===== src/rtl/arb_l2_nslv_pkg.sv =====
// Shared definitions for the NSLV-slave L2 request router.
//   - default slave-select field position and error read data
//   - per-slave data / byte-enable field widths
//   - clog2 helper used to size select fields, tags and FIFO pointers
package arb_l2_nslv_pkg;

  localparam int unsigned DATA_W = 32;
  localparam int unsigned BE_W   = 4;

  localparam int unsigned SEL_LSB_DEF   = 16;
  localparam logic [31:0] ERR_RDATA_DEF = 32'hDEAD_BEEF;

  // Smallest r with 2**r >= v; returns 0 for v <= 1.
  function automatic int unsigned clog2(input int unsigned v);
    int unsigned r;
    r = 0;
    while ((32'd1 << r) < v) r++;
    return r;
  endfunction

endpackage


===== src/rtl/arb_l2_tagfifo.sv =====
// Synchronous tag FIFO holding the target of every outstanding read.
// Ports:
//   clk_i, rst_n_i  clock (rising edge), async active-low reset
//   push, din       write din at tail (ignored when full)
//   pop             drop the head entry (ignored when empty)
//   head            entry at the head pointer
//   count           number of valid entries, 0..DEPTH
//   full, empty     count == DEPTH / count == 0
module arb_l2_tagfifo
  import arb_l2_nslv_pkg::*;
#(
  parameter int unsigned WIDTH = 3,
  parameter int unsigned DEPTH = 4
) (
  input  logic                     clk_i,
  input  logic                     rst_n_i,
  input  logic                     push,
  input  logic [WIDTH-1:0]         din,
  input  logic                     pop,
  output logic [WIDTH-1:0]         head,
  output logic [clog2(DEPTH):0]    count,
  output logic                     full,
  output logic                     empty
);

  localparam int unsigned PW = clog2(DEPTH);
  localparam int unsigned CW = PW + 1;

  logic [WIDTH-1:0] mem_q [DEPTH];
  logic [WIDTH-1:0] mem_d [DEPTH];
  logic [PW-1:0]    head_q, head_d;
  logic [PW-1:0]    tail_q, tail_d;
  logic [CW-1:0]    count_q, count_d;
  logic             push_ok, pop_ok;

  assign full  = (count_q == CW'(DEPTH));
  assign empty = (count_q == '0);
  assign head  = mem_q[head_q];
  assign count = count_q;

  // DEPTH is a power of two, so pointer increments wrap on their own.
  always_comb begin
    mem_d   = mem_q;
    head_d  = head_q;
    tail_d  = tail_q;
    count_d = count_q;
    push_ok = push && !full;
    pop_ok  = pop && !empty;
    if (push_ok) begin
      mem_d[tail_q] = din;
      tail_d        = tail_q + PW'(1);
    end
    if (pop_ok) begin
      head_d = head_q + PW'(1);
    end
    case ({push_ok, pop_ok})
      2'b10:   count_d = count_q + CW'(1);
      2'b01:   count_d = count_q - CW'(1);
      default: count_d = count_q;
    endcase
  end

  always_ff @(posedge clk_i or negedge rst_n_i) begin
    if (!rst_n_i) begin
      mem_q   <= '{default: '0};
      head_q  <= '0;
      tail_q  <= '0;
      count_q <= '0;
    end else begin
      mem_q   <= mem_d;
      head_q  <= head_d;
      tail_q  <= tail_d;
      count_q <= count_d;
    end
  end

endmodule


===== src/rtl/arb_l2_nslv.sv =====
// Single-master to NSLV-slave request router with in-order read tracking.
// The slave index is decoded from m_addr[SEL_LSB +: clog2(NSLV)]; indices
// >= NSLV are terminated locally with an immediate ack and an ERR_RDATA
// read response. Up to DEPTH reads may be outstanding, all to one target.
// Ports:
//   clk_i, rst_n_i              clock, async active-low reset
//   m_req/m_we/m_addr/m_wdata/m_be   master request
//   m_ack                       request accepted (combinational)
//   m_resp, m_rdata             read response to master (combinational)
//   s_req/s_we/s_addr/s_wdata/s_be   per-slave request, slave k at bit k /
//                               [32k +: 32] / [4k +: 4]
//   s_ack, s_resp, s_rdata      per-slave accept, read valid, read data
module arb_l2_nslv
  import arb_l2_nslv_pkg::*;
#(
  parameter int unsigned NSLV      = 4,
  parameter int unsigned SEL_LSB   = SEL_LSB_DEF,
  parameter int unsigned DEPTH     = 4,
  parameter logic [31:0] ERR_RDATA = ERR_RDATA_DEF
) (
  input  logic                     clk_i,
  input  logic                     rst_n_i,
  input  logic                     m_req,
  input  logic                     m_we,
  input  logic [31:0]              m_addr,
  input  logic [31:0]              m_wdata,
  input  logic [3:0]               m_be,
  output logic                     m_ack,
  output logic                     m_resp,
  output logic [31:0]              m_rdata,
  output logic [NSLV-1:0]          s_req,
  output logic [NSLV-1:0]          s_we,
  output logic [DATA_W*NSLV-1:0]   s_addr,
  output logic [DATA_W*NSLV-1:0]   s_wdata,
  output logic [BE_W*NSLV-1:0]     s_be,
  input  logic [NSLV-1:0]          s_ack,
  input  logic [NSLV-1:0]          s_resp,
  input  logic [DATA_W*NSLV-1:0]   s_rdata
);

  localparam int unsigned SELW = clog2(NSLV);
  localparam int unsigned TW   = SELW + 1;
  localparam logic [TW-1:0] ERR_TAG = TW'(NSLV);

  logic [SELW-1:0]        sel;
  logic [TW-1:0]          tag;
  logic                   sel_err;
  logic [TW-1:0]          last_tag_q, last_tag_d;
  logic                   gate, route, push, pop;
  logic [TW-1:0]          head_tag;
  logic [SELW-1:0]        head_sel;
  logic [clog2(DEPTH):0]  fifo_count;
  logic                   fifo_full, fifo_empty;

  assign sel      = m_addr[SEL_LSB +: SELW];
  assign sel_err  = ({1'b0, sel} >= ERR_TAG);
  assign tag      = sel_err ? ERR_TAG : {1'b0, sel};
  assign head_sel = head_tag[SELW-1:0];

  // All outstanding reads share one target, so responses cannot reorder.
  assign gate  = !fifo_full && ((fifo_count == '0) || (tag == last_tag_q));
  assign route = m_req && (m_we || gate);
  assign push  = m_req && !m_we && m_ack;
  assign pop   = m_resp;

  always_comb begin
    s_req   = '0;
    s_we    = '0;
    s_addr  = '0;
    s_wdata = '0;
    s_be    = '0;
    m_ack   = 1'b0;
    if (route) begin
      if (sel_err) begin
        m_ack = 1'b1;
      end else begin
        s_req[sel]                   = 1'b1;
        s_we[sel]                    = m_we;
        s_addr[DATA_W*sel +: DATA_W] = m_addr;
        s_wdata[DATA_W*sel +: DATA_W] = m_wdata;
        s_be[BE_W*sel +: BE_W]       = m_be;
        m_ack                        = s_ack[sel];
      end
    end
  end

  // With no read outstanding every s_resp is ignored.
  always_comb begin
    m_resp  = 1'b0;
    m_rdata = '0;
    if (!fifo_empty) begin
      if (head_tag < ERR_TAG) begin
        m_resp  = s_resp[head_sel];
        m_rdata = s_rdata[DATA_W*head_sel +: DATA_W];
      end else begin
        m_resp  = 1'b1;
        m_rdata = ERR_RDATA;
      end
    end
  end

  always_comb begin
    last_tag_d = push ? tag : last_tag_q;
  end

  always_ff @(posedge clk_i or negedge rst_n_i) begin
    if (!rst_n_i) last_tag_q <= '0;
    else          last_tag_q <= last_tag_d;
  end

  arb_l2_tagfifo #(
    .WIDTH (TW),
    .DEPTH (DEPTH)
  ) u_tagfifo (
    .clk_i   (clk_i),
    .rst_n_i (rst_n_i),
    .push    (push),
    .din     (tag),
    .pop     (pop),
    .head    (head_tag),
    .count   (fifo_count),
    .full    (fifo_full),
    .empty   (fifo_empty)
  );

endmodule


===== config.mk =====
export PLATFORM = sky130hd
export DESIGN_NAME = arb_l2_nslv
export DESIGN_NICKNAME = d
export VERILOG_FILES = /design/src/rtl/arb_l2_nslv_pkg.sv /design/src/rtl/arb_l2_tagfifo.sv /design/src/rtl/arb_l2_nslv.sv
export SDC_FILE = /design/constraint.sdc
export NUM_CORES = 1
export LEC_CHECK = 0
export ABC_AREA = 1
export BUFFER_PORTS_ARGS = -buffer_cell sky130_fd_sc_hd__buf_2
export CORE_AREA = 2 2 204 206
export DETAILED_ROUTE_END_ITERATION = 16
export DIE_AREA = 0 0 206 208
export SYNTH_ARGS = -nofsm -noshare
export SYNTH_HDL_FRONTEND = slang
export SYNTH_HIERARCHICAL = 1
export SYNTH_SLANG_ARGS = --single-unit

===== constraint.sdc =====
create_clock -name clk_i -period 3.7 [get_ports clk_i]
set_clock_uncertainty 0.1 [all_clocks]
set_input_delay 0.74 -clock clk_i [delete_from_list [all_inputs] [get_ports clk_i]]
set_output_delay 0.74 -clock clk_i [all_outputs]
set_load 0.02 [all_outputs]

==> implementation parameters, run 1 <==
Parameter                              Value

Timing
  Crit share post-route    0.934
  Count of pins over their slew limit    0
  Time the final worst path needs with I/O delays and setup    3460 ps
  Final-report setup violation count    0
  Sum Neg Setup Slack    0 ps
  RSZ-0062 raised after global routing    no
  Slew at the pin closest to its max-slew limit    768 ps
  Final hold violation count    0
  PnR worst setup slack    243 ps
  Worst Hold Margin    353 ps
  Max Freq    289 MHz
  Relative max-transition margin    0.488

Clock network
  Clk slew on worst S/H paths    50 ps
  Later-pin clock latency in the skew report    250 ps
  Maximum clock path buffer count    2
  Number of clock buffers inserted by TritonCTS    3
  Buffer cell driving the clock tree root    clkbuf_16
  CTS tree    built
  Num Clock Sinks    21
  H-tree levels    1

Detailed routing
  Via count    8931
  Remaining DRCs    0
  Routed met3 length    2880 µm
  First-iteration detailed-routing DRC count    667
  Met1 Routed Length    11800 µm
  Wire length reported by the detailed router    32500 µm
  Number of detailed-route iterations in the first pass    5
  Antenna violation net count after detailed routing    0
  Average wire per standard cell    16.3 µm
  Uppermost signal routing layer after detailed routing    met5
  Via-to-Cell Ratio    4.47
  Routed length on met2    16400 µm

Floorplan
  Core Box Area    0.0406 mm²
  Initial Utilization    0.127
  Number of core rows    74
  Die X-Extent    206 µm
  Die Span Y    208 µm
  I/O pin cnt    522
  Total Die Area    0.0428 mm²

Power and ir drop
  Peak VDD IR    433 µV
  Power density relative to cell area    590 mW/mm²
  Leak pwr    4.77 nW

Place
  DP HPWL    26500 µm
  RD Place Congestion    0.900
  Number of placed instances with taps included    1985
  Port bufs    519
  Post-placement setup slack    267 ps

Setup path
  Critical setup path kind    in -> out
  Endpoint class of the critical path    output port
  Data required, critical path    2860 ps
  Sort of element at the start of the critical path    input pin
  Crit path max fanout    67
  Data arrival time of the worst path    2620 ps
  Path depth of the worst reg2reg path    17

Final layout
  Area taken by multi-input logic gates    0.00403 mm²
  Fillers    4704
  Final cell count without fillers    1999
  Count of nets after finishing    1682
  Sequential cell area    526 µm²
  Share of final-layout standard cells stronger than drive strength 1    0.419
  Area growth, synth to finish    64.7%
  Most common cell after layout, fill and taps aside    buf_2
  Leading cell types in the layout, fill and taps excluded    buf_2 (518), nor2_1 (293), nand2_1 (154)

Yosys
  Count of warnings emitted by yosys    6
  Flip-flop and latch count after synthesis    21
  Syn Inst Count    1006
  Cell area after synthesis    0.00516 mm²
  Mean cell area of the mapped netlist    5.13 µm²
  Share of the synthesized area in the top cell type    0.213
  Distinct cell type count after synthesis    30
  Top cells by area, synth    nor2_1 (21%), nand3_1 (13%), nand2_1 (11%)
  Register area share after synthesis    0.102
  Leading area contributor after synthesis    nor2_1

Global route
  Maximum number of pins on one net before global-route repair    68
  Global-route wire length before repair    45500 µm
  GR Overflow Total    0
  Total global routing track utilization    0.136
  Initial antenna violation count    15
  Vias in the first global route    7795

Outcome
  Result of the run    complete, no violations

Worst hold path
  Path type of the worst min-delay path    in -> async

Run
  Count of maximum capacitance violations    0
-- per-stage QoR --
step | power, W | area [µm²] | util
after floorplan | 0.00330 | 5330 | -
after global placement | 0.00469 | 8370 | 0.206
after detailed placement | 0.00474 | 8370 | 0.206
after CTS | 0.00499 | 8450 | 0.208
after global routing | 0.00551 | 8490 | 0.209
final | 0.00501 | 8490 | 0.209
-- worst paths after layout --
kind                                     start                   to  slack (ps)
min                                    rst_n_i  u_tagfifo/head_q[0]         350
max reg2reg                u_tagfifo/head_q[0]   u_tagfifo/count[2]         520
min in group clk_i          u_tagfifo/mem_q[2]   u_tagfifo/mem_q[2]         370
min reg2reg                 u_tagfifo/mem_q[2]   u_tagfifo/mem_q[2]         370
max                                 m_addr[17]          s_wdata[38]         240
max in group asynchronous              rst_n_i   u_tagfifo/mem_q[2]        2810
-- where the power goes --
part,internal (W),switching (W),total (W)
Sequential,0.000336,0.0000897,0.000425
Clock,0.000147,0.0000801,0.000227
Combinational,0.00142,0.00294,0.00436
Total,0.00190,0.00311,0.00501
-- cells by family after synthesis --
kind of cell             after synthesis  synth area share
XOR/XNOR                               1           0.00170
AO/OA/AOI/OAI                        116             0.132
flip-flops                            21             0.102
other                                  1          0.000727
adder cells (fa/ha/maj)               13            0.0330
buffers and inverters                168             0.154
AND/OR/NAND/NOR                      686             0.577
-- cell usage after synthesis (all sizes together) --
master and instances:
inv 57, nor2 304, dfrtp 21, a21boi 1
xnor2 1, clkinv 6, nand4 14, nor3 67
fa 1, o21ai 80, nand3 144, o221ai 25
a21oi 10, nand2 157, ha 12, clkbuf 66
buf 39, conb 1
-- sequential cells by signal (all words and copies together), names as in the netlist --
register and flops:
last_tag_q 2, u_tagfifo/count 3, u_tagfifo/head_q 2, u_tagfifo/mem_q 12, u_tagfifo/tail_q 2
-- area by class of cell --
class                      count  area share
multi-input combinational    822       0.475
timing repair buffer         550       0.345
tap                          532      0.0784
sequential                    21      0.0619
inverter                      63      0.0284
clock buffer                   4     0.00928
antenna                        7     0.00206
-- routing by layer --
layer / global-route usage / vias up
li1: - / 4192
met1: 0.143 / 4156
met2: 0.257 / 514
met3: 0.0316 / 61
met4: 0.0534 / 8
met5: 0 / -
-- critical path, stage by stage --
cell and delay [ps]:
buf_2 120, inv_1 180, nand2_1 80, nand2_1 60
nand2_1 60, nand2_1 60, nand2_1 70, a21boi_2 240
nand3_2 80, buf_4 350, nor2_1 310, buf_2 220
-- repair_timing --
action / CTS / global route
setup buffers: 0 / 3
gates resized for setup: 0 / 0
endpoints found under the setup margin: 0 / 2
hold buffers: 0 / 0
(Power assumes the default switching activity.)
==> run 2, diff against run 1 <==
--- a/config.mk
+++ b/config.mk
@@ -5,11 +5,11 @@
 export SDC_FILE = /design/constraint.sdc
 export NUM_CORES = 1
 export LEC_CHECK = 0
-export ABC_AREA = 1
 export BUFFER_PORTS_ARGS = -buffer_cell sky130_fd_sc_hd__buf_2
-export CORE_AREA = 2 2 204 206
+export CORE_AREA = 2 2 201 203
 export DETAILED_ROUTE_END_ITERATION = 16
-export DIE_AREA = 0 0 206 208
+export DIE_AREA = 0 0 203 205
+export GPL_TIMING_DRIVEN = 0
 export SYNTH_ARGS = -nofsm -noshare
 export SYNTH_HDL_FRONTEND = slang
 export SYNTH_HIERARCHICAL = 1
==> implementation parameters, run 2 <==
Parameter                              Value

Setup path
  Sort of element at the start of the critical path    input pin
  Endpoint class of the critical path    output port
  Data required, critical path    2860 ps (about the same)
  Crit path max fanout    10 (-85%)
  Data arrival time of the worst path    2780 ps (+160 ps)
  Reg-to-reg slack, setup    230 ps (-290 ps)
  Critical setup path kind    in -> out

Final layout
  Sequential cell area    526 µm² (unchanged)
  Final cell count without fillers    1700 (-15%)
  Share of final-layout standard cells stronger than drive strength 1    0.611 (+0.191)
  Area growth, synth to finish    72.9%
  Largest register by flop count    u_tagfifo/mem_q
  Fillers    4453 (-5.3%)
  Largest register FFs    12 (unchanged)
  Count of nets after finishing    1393 (-17%)
  Post-layout util    0.220 (+0.0103)
  Area taken by multi-input logic gates    0.00408 mm² (+1.3%)
  Leading cell types in the layout, fill and taps excluded    buf_2 (517), and3_1 (134), nor2_1 (124)
  Most common cell after layout, fill and taps aside    buf_2

Yosys
  Syn Inst Count    637 (-37%)
  Distinct cell type count after synthesis    39 (+30%)
  Share of the synthesized area in the top cell type    0.173 (-0.0407)
  Commonest cells post-synth    and3_1 (138), nor2_1 (125), nand3_1 (69), clkbuf_1 (61), and4bb_2 (50)
  Cell area after synthesis    0.00500 mm² (-3.0%)
  Top cells by area, synth    and3_1 (17%), mux4_2 (17%), and4bb_2 (13%)
  EDFF count, synth    0 (unchanged)
  Most numerous cell in the Yosys netlist    and3_1
  Mean cell area of the mapped netlist    7.86 µm² (+53%)
  Leading area contributor after synthesis    and3_1
  Flip-flop and latch count after synthesis    21 (unchanged)
  Prevailing post-synth register cell    dfrtp_1
  Proportion of register bits with asynchronous set or reset after synthesis    1.00 (unchanged)
  Register area share after synthesis    0.105 (+0.00311)
  Count of warnings emitted by yosys    6 (unchanged)

Detailed routing
  First-iteration detailed-routing DRC count    349 (-48%)
  Wire length reported by the detailed router    34000 µm (+4.4%)
  Average wire per standard cell    20.0 µm (+23%)
  Number of detailed-route iterations in the first pass    5 (unchanged)
  Via-to-Cell Ratio    4.37 (-2.2%)
  Via count    7431 (-17%)
  Antenna violation net count after detailed routing    0 (unchanged)
  Remaining DRCs    0 (unchanged)

Floorplan
  I/O pin cnt    522 (unchanged)
  Core Box Area    0.0394 mm² (-2.9%)
  Number of core rows    73 (-1.4%)
  Die X-Extent    203 µm (-1.5%)
  Initial Utilization    0.127 (about the same)
  Die Span Y    205 µm (-1.4%)
  Total Die Area    0.0416 mm² (-2.9%)

Place
  Number of placed instances with taps included    1686 (-15%)
  DP HPWL    28300 µm (+6.9%)
  Port bufs    519 (unchanged)
  RD Place Congestion    0.971 (+7.8%)
  Post-placement setup slack    -1190 ps (-1460 ps)

Timing
  Relative max-transition margin    0.619 (+0.131)
  Time the final worst path needs with I/O delays and setup    3620 ps (+166 ps)
  PnR worst setup slack    77.2 ps (-166 ps)
  Count of pins over their slew limit    0 (unchanged)
  Max Freq    276 MHz (-4.6%)
  Crit share post-route    0.979 (+0.0449)
  Worst Hold Margin    338 ps (-14.7 ps)
  Final hold violation count    0 (unchanged)
  Slew at the pin closest to its max-slew limit    571 ps (-197 ps)
  RSZ-0062 raised after global routing    no
  Final-report setup violation count    0 (unchanged)

Power and ir drop
  Peak VDD IR    188 µV (-56%)
  Switching share of power    0.543 (-0.0768)
  Switching power summed over all nets    0.00239 W (-23%)
  Sequential power share    0.101 (+0.016)
  Power density relative to cell area    508 mW/mm² (-14%)
  Design internal power    0.00200 W (+5.3%)
  Leak pwr    5.08 nW (+6.6%)
  Gate power share    0.848 (-0.022)
  Clock network fraction of design power    0.051 (+0.006)

Clock network
  Num Clock Sinks    21 (unchanged)
  Buffer cell driving the clock tree root    clkbuf_16
  CTS tree    built
  Clk slew on worst S/H paths    60 ps (about the same)
  Number of clock buffers inserted by TritonCTS    3 (unchanged)
  Maximum clock path buffer count    2 (unchanged)
  Later-pin clock latency in the skew report    250 ps (about the same)
  H-tree levels    1 (unchanged)
  Post-cts hold buffer count    0 (unchanged)

Global route
  Maximum number of pins on one net before global-route repair    22 (-68%)
  Vias in the first global route    7028 (-9.8%)
  Total global routing track utilization    0.150 (+0.0138)
  GR Overflow Total    0 (unchanged)
  Global-route wire length before repair    46400 µm (+1.9%)
  Initial antenna violation count    6 (-9)

Run
  Count of maximum capacitance violations    0 (unchanged)

Outcome
  Result of the run    complete, no violations

Worst hold path
  Path type of the worst min-delay path    in -> async
==> run 2: changes by cell type after synthesis, sizes merged, moves of 16 or more <==
cell    before  now
inv         57    7
buf         39   23
nand2      157   12
o21ai       80    1
nand3      144   69
nor3        67    8
o221ai      25    0
nor2       304  126
mux4         0   37
and3         0  138
and4bb       0   50
==> run 2: logic make-up (layout without fill, tap and decap cells) <==
kind of cell,count (synthesis),in the layout,share of synthesized area
DFF,21,21,0.105
and+or+nand+nor,437,437,0.536
buffers and inverters,100,629,0.0977
other,1,10,0.000749
adders and majority gates,13,13,0.0340
AOI/OAI and AO/OA,4,4,0.00850
muxes,53,53,0.202
xor gates and xnor gates,8,8,0.0155
==> run 2: layout make-up <==
| cell class | instances | share of cell area |
|---|---|---|
| diodes | 4 | 0.00116 |
| inverters | 7 | 0.00333 |
| flip-flops and latches | 21 | 0.0607 |
| multi-input cells | 521 | 0.472 |
| clock buffers | 4 | 0.00911 |
| well taps | 525 | 0.0759 |
| repair buffers | 529 | 0.312 |
| plain buffers | 89 | 0.0654 |
==> run 2: final timing paths <==
check	start	endpoint	cells past startpoint
min in group clk_i	u_tagfifo/mem_q[0]	u_tagfifo/mem_q[0]	1
min reg2reg	u_tagfifo/mem_q[0]	u_tagfifo/mem_q[0]	1
max	m_addr[16]	s_wdata[11]	11
min	rst_n_i	u_tagfifo/mem_q[9]	1
max in group asynchronous	rst_n_i	u_tagfifo/mem_q[2]	1
max reg2reg	u_tagfifo/head_q[0]	u_tagfifo/count[2]	13
==> run 2: critical path: stages <==
cell and delay, ps:
buf_4 160, buf_12 150, inv_4 140, ha_1 290
buf_12 170, nor2_4 160, buf_6 200, clkbuf_4 230
nand3_1 90, nor2_1 210, buf_2 220
==> run 2: routing by layer <==
metal  wire (µm)  GRT usage  vias up
met1       14200      0.186     3595
li1            -          -     3363
met4         837     0.0409        4
met5          27          0        -
met2       16800      0.270      417
met3        2160     0.0199       52
==> run 2: timing repair <==
item	4_1_cts	5_1_grt
buffers inserted	10	0
gates resized for setup	65	14
gates cloned	1	0
endpoints found under the setup margin	281	81
pin swaps	3	1
==> run 2: power groups by stage <==
stage	logic [W]	clock network, W	registers [W]
2_1_floorplan	0.00252	0	0.000412
3_3_place_gp	0.00366	0	0.000428
3_5_place_dp	0.00371	0	0.000434
4_1_cts	0.00378	0.000230	0.000431
5_1_grt	0.00400	0.000240	0.000462
6_report	0.00373	0.000224	0.000442
==> run 2: through the flow <==
stage          instance area, µm²  power, W  setup TNS [ps]
2_1_floorplan                5020   0.00293               0
3_3_place_gp                 8280   0.00409         -154160
3_5_place_dp                 8280   0.00414         -164410
4_1_cts                      8620   0.00444               0
5_1_grt                      8650   0.00470               0
6_report                     8650   0.00439               0
==> run 3, diff against run 2 <==
--- a/config.mk
+++ b/config.mk
@@ -7,6 +7,7 @@
 export LEC_CHECK = 0
 export BUFFER_PORTS_ARGS = -buffer_cell sky130_fd_sc_hd__buf_2
 export CORE_AREA = 2 2 201 203
+export CTS_BUF_LIST = sky130_fd_sc_hd__clkbuf_8 sky130_fd_sc_hd__clkbuf_16
 export DETAILED_ROUTE_END_ITERATION = 16
 export DIE_AREA = 0 0 203 205
 export GPL_TIMING_DRIVEN = 0
==> implementation parameters, run 3 (synthesis gave the netlist of run 2 again) <==
Parameter                              Value

Detailed routing
  Via count    7427 (-0.054%)
  Remaining DRCs    0 (unchanged)
  Antenna violation net count after detailed routing    0 (unchanged)
  Via-to-Cell Ratio    4.37 (about the same)
  Number of detailed-route iterations in the first pass    5 (unchanged)
  First-iteration detailed-routing DRC count    348 (-0.29%)
  Average wire per standard cell    20.0 µm (about the same)
  Wire length reported by the detailed router    34000 µm (about the same)

Place
  DP HPWL    28300 µm (unchanged)
  Number of placed instances with taps included    1686 (unchanged)
  RD Place Congestion    0.971 (unchanged)
  Port bufs    519 (unchanged)

Global route
  Global-route wire length before repair    46400 µm (unchanged)
  Initial antenna violation count    6 (unchanged)
  Total global routing track utilization    0.150 (unchanged)
  Vias in the first global route    7028 (unchanged)
  GR Overflow Total    0 (unchanged)
  Maximum number of pins on one net before global-route repair    22 (unchanged)

Setup path
  Endpoint class of the critical path    output port
  Chain of cells forming the critical path    buf_4 > buf_12 > inv_4 > ha_1 > buf_12 > nor2_4 > buf_6 > clkbuf_4 > nand3_1 > nor2_1 > buf_2
  Slowest cell on the critical path    ha_1
  Critical setup path kind    in -> out
  Sort of element at the start of the critical path    input pin
  Critical Path Max Stage Delay    290 ps (about the same)
  Data required, critical path    2860 ps (about the same)
  Path depth of the worst reg2reg path    13 (unchanged)
  Worst r2r dst    u_tagfifo/count[2]
  Data arrival time of the worst path    2780 ps (about the same)
  Crit path max fanout    10 (unchanged)
  Most common cell type on the critical path    buf_12
  Reg-to-reg slack, setup    230 ps (about the same)
  Reg2Reg Launch Point    u_tagfifo/head_q[0]

Final layout
  Leading cell types in the layout, fill and taps excluded    buf_2 (517), and3_1 (134), nor2_1 (124)
  Count of nets after finishing    1393 (unchanged)
  Largest register FFs    12 (unchanged)
  Final cell count without fillers    1700 (unchanged)
  Area growth, synth to finish    72.9% (unchanged)
  Largest register by flop count    u_tagfifo/mem_q
  Most common cell after layout, fill and taps aside    buf_2
  Share of final-layout standard cells stronger than drive strength 1    0.611 (unchanged)

Power and ir drop
  Design internal power    0.00200 W (-0.14%)
  Peak VDD IR    188 µV (+0.10%)
  Clock network fraction of design power    0.050 (about the same)
  Power density relative to cell area    507 mW/mm² (about the same)
  Leak pwr    5.09 nW (about the same)
  Sequential power share    0.101 (about the same)
  Switching power summed over all nets    0.00239 W (about the same)
  Switching share of power    0.544 (about the same)
  Total power draw    0.00439 W (about the same)
  Gate power share    0.849 (about the same)

Clock network
  Later-pin clock latency in the skew report    250 ps (about the same)
  CTS tree    built
  Clk slew on worst S/H paths    50 ps (about the same)
  Post-cts hold buffer count    0 (unchanged)
  Maximum clock path buffer count    2 (unchanged)
  Buffer cell driving the clock tree root    clkbuf_16
  H-tree levels    1 (unchanged)
  Num Clock Sinks    21 (unchanged)
  Number of clock buffers inserted by TritonCTS    3 (unchanged)

Timing
  Count of pins over their slew limit    0 (unchanged)
  RSZ-0062 raised after global routing    no
  Slew at the pin closest to its max-slew limit    571 ps (unchanged)
  Max Freq    276 MHz (unchanged)
  Time the final worst path needs with I/O delays and setup    3620 ps (unchanged)
  Final-report setup violation count    0 (unchanged)
  Crit share post-route    0.979 (unchanged)
  Relative max-transition margin    0.619 (unchanged)
  Final hold violation count    0 (unchanged)

Floorplan
  Core Box Area    0.0394 mm² (unchanged)
  Initial Utilization    0.127 (unchanged)
  I/O pin cnt    522 (unchanged)
  Die Span Y    205 µm (unchanged)
  Die X-Extent    203 µm (unchanged)
  Number of core rows    73 (unchanged)
  Total Die Area    0.0416 mm² (unchanged)

Outcome
  Result of the run    complete, no violations

Run
  Count of maximum capacitance violations    0 (unchanged)

Worst hold path
  Path type of the worst min-delay path    in -> async
## run 3: changes by cell type in the layout (fill, tap and decap cells not counted)
cell | before | now
clkbuf_1 | 33 | 32
inv_1 | 6 | 7
## run 3: worst max-delay path by stage
stage,from,end,slack [ps],cells past startpoint
detailed placement,m_addr[16],s_wdata[95],-1190,11
floorplan,u_tagfifo/head_q[0],u_tagfifo/count[2],140,14
CTS,m_addr[16],s_be[6],4,12
global placement,m_addr[16],s_wdata[95],-1140,11
finish,m_addr[16],s_wdata[11],80,11
global route,m_addr[16],s_wdata[26],1,11
## run 3: stage by stage
step | setup slack, ps | area (µm²) | utilization | TNS, ps | hold WS (ps)
3_5_place_dp | -1190 | 8280 | 0.210 | -164410 | 393
3_3_place_gp | -1140 | 8280 | 0.210 | -154160 | 385
5_1_grt | 1.24 | 8650 | 0.220 | 0 | 381
6_report | 77.2 | 8650 | 0.220 | 0 | 338
4_1_cts | 4.49 | 8620 | 0.219 | 0 | 350
2_1_floorplan | 139 | 5020 | - | 0 | 344
## run 3: per-layer routing
metal	GRT usage	wire length, µm	share of wire
met1	0.186	14200	0.42
met2	0.270	16800	0.49
met3	0.0199	2160	0.064
met4	0.0409	837	0.025
met5	0	27	0.00080
## run 3: power by group through the flow
stage	Clock [W]	Sequential, W	Combinational, W
floorplan	0	0.000412	0.00252
global placement	0	0.000428	0.00366
detailed placement	0	0.000434	0.00371
CTS	0.000228	0.000431	0.00378
global route	0.000237	0.000462	0.00400
finish	0.000221	0.000442	0.00373
## run 3: critical path: cells and delay by family
family	cells	cell delay [ps]
adders and majority gates	1	290
buffers and inverters	7	1270
and+or+nand+nor	3	460
## run 3: layout make-up
cell class / instances / area (µm²)
fillers: 4453 / 30700
multi-input cells: 521 / 4080
repair buffers: 529 / 2700
well taps: 525 / 657
plain buffers: 89 / 566
flip-flops and latches: 21 / 526
clock buffers: 3 / 75.1
inverters: 7 / 28.8
diodes: 4 / 10.0
clock inverters: 1 / 3.75
## run 3: repair_timing
action,4_1_cts,5_1_grt
gates resized for setup,65,14
hold endpoints to repair,0,0
cloned,1,0
endpoints found under the setup margin,281,81
pin swaps,3,1
buffers inserted,10,0
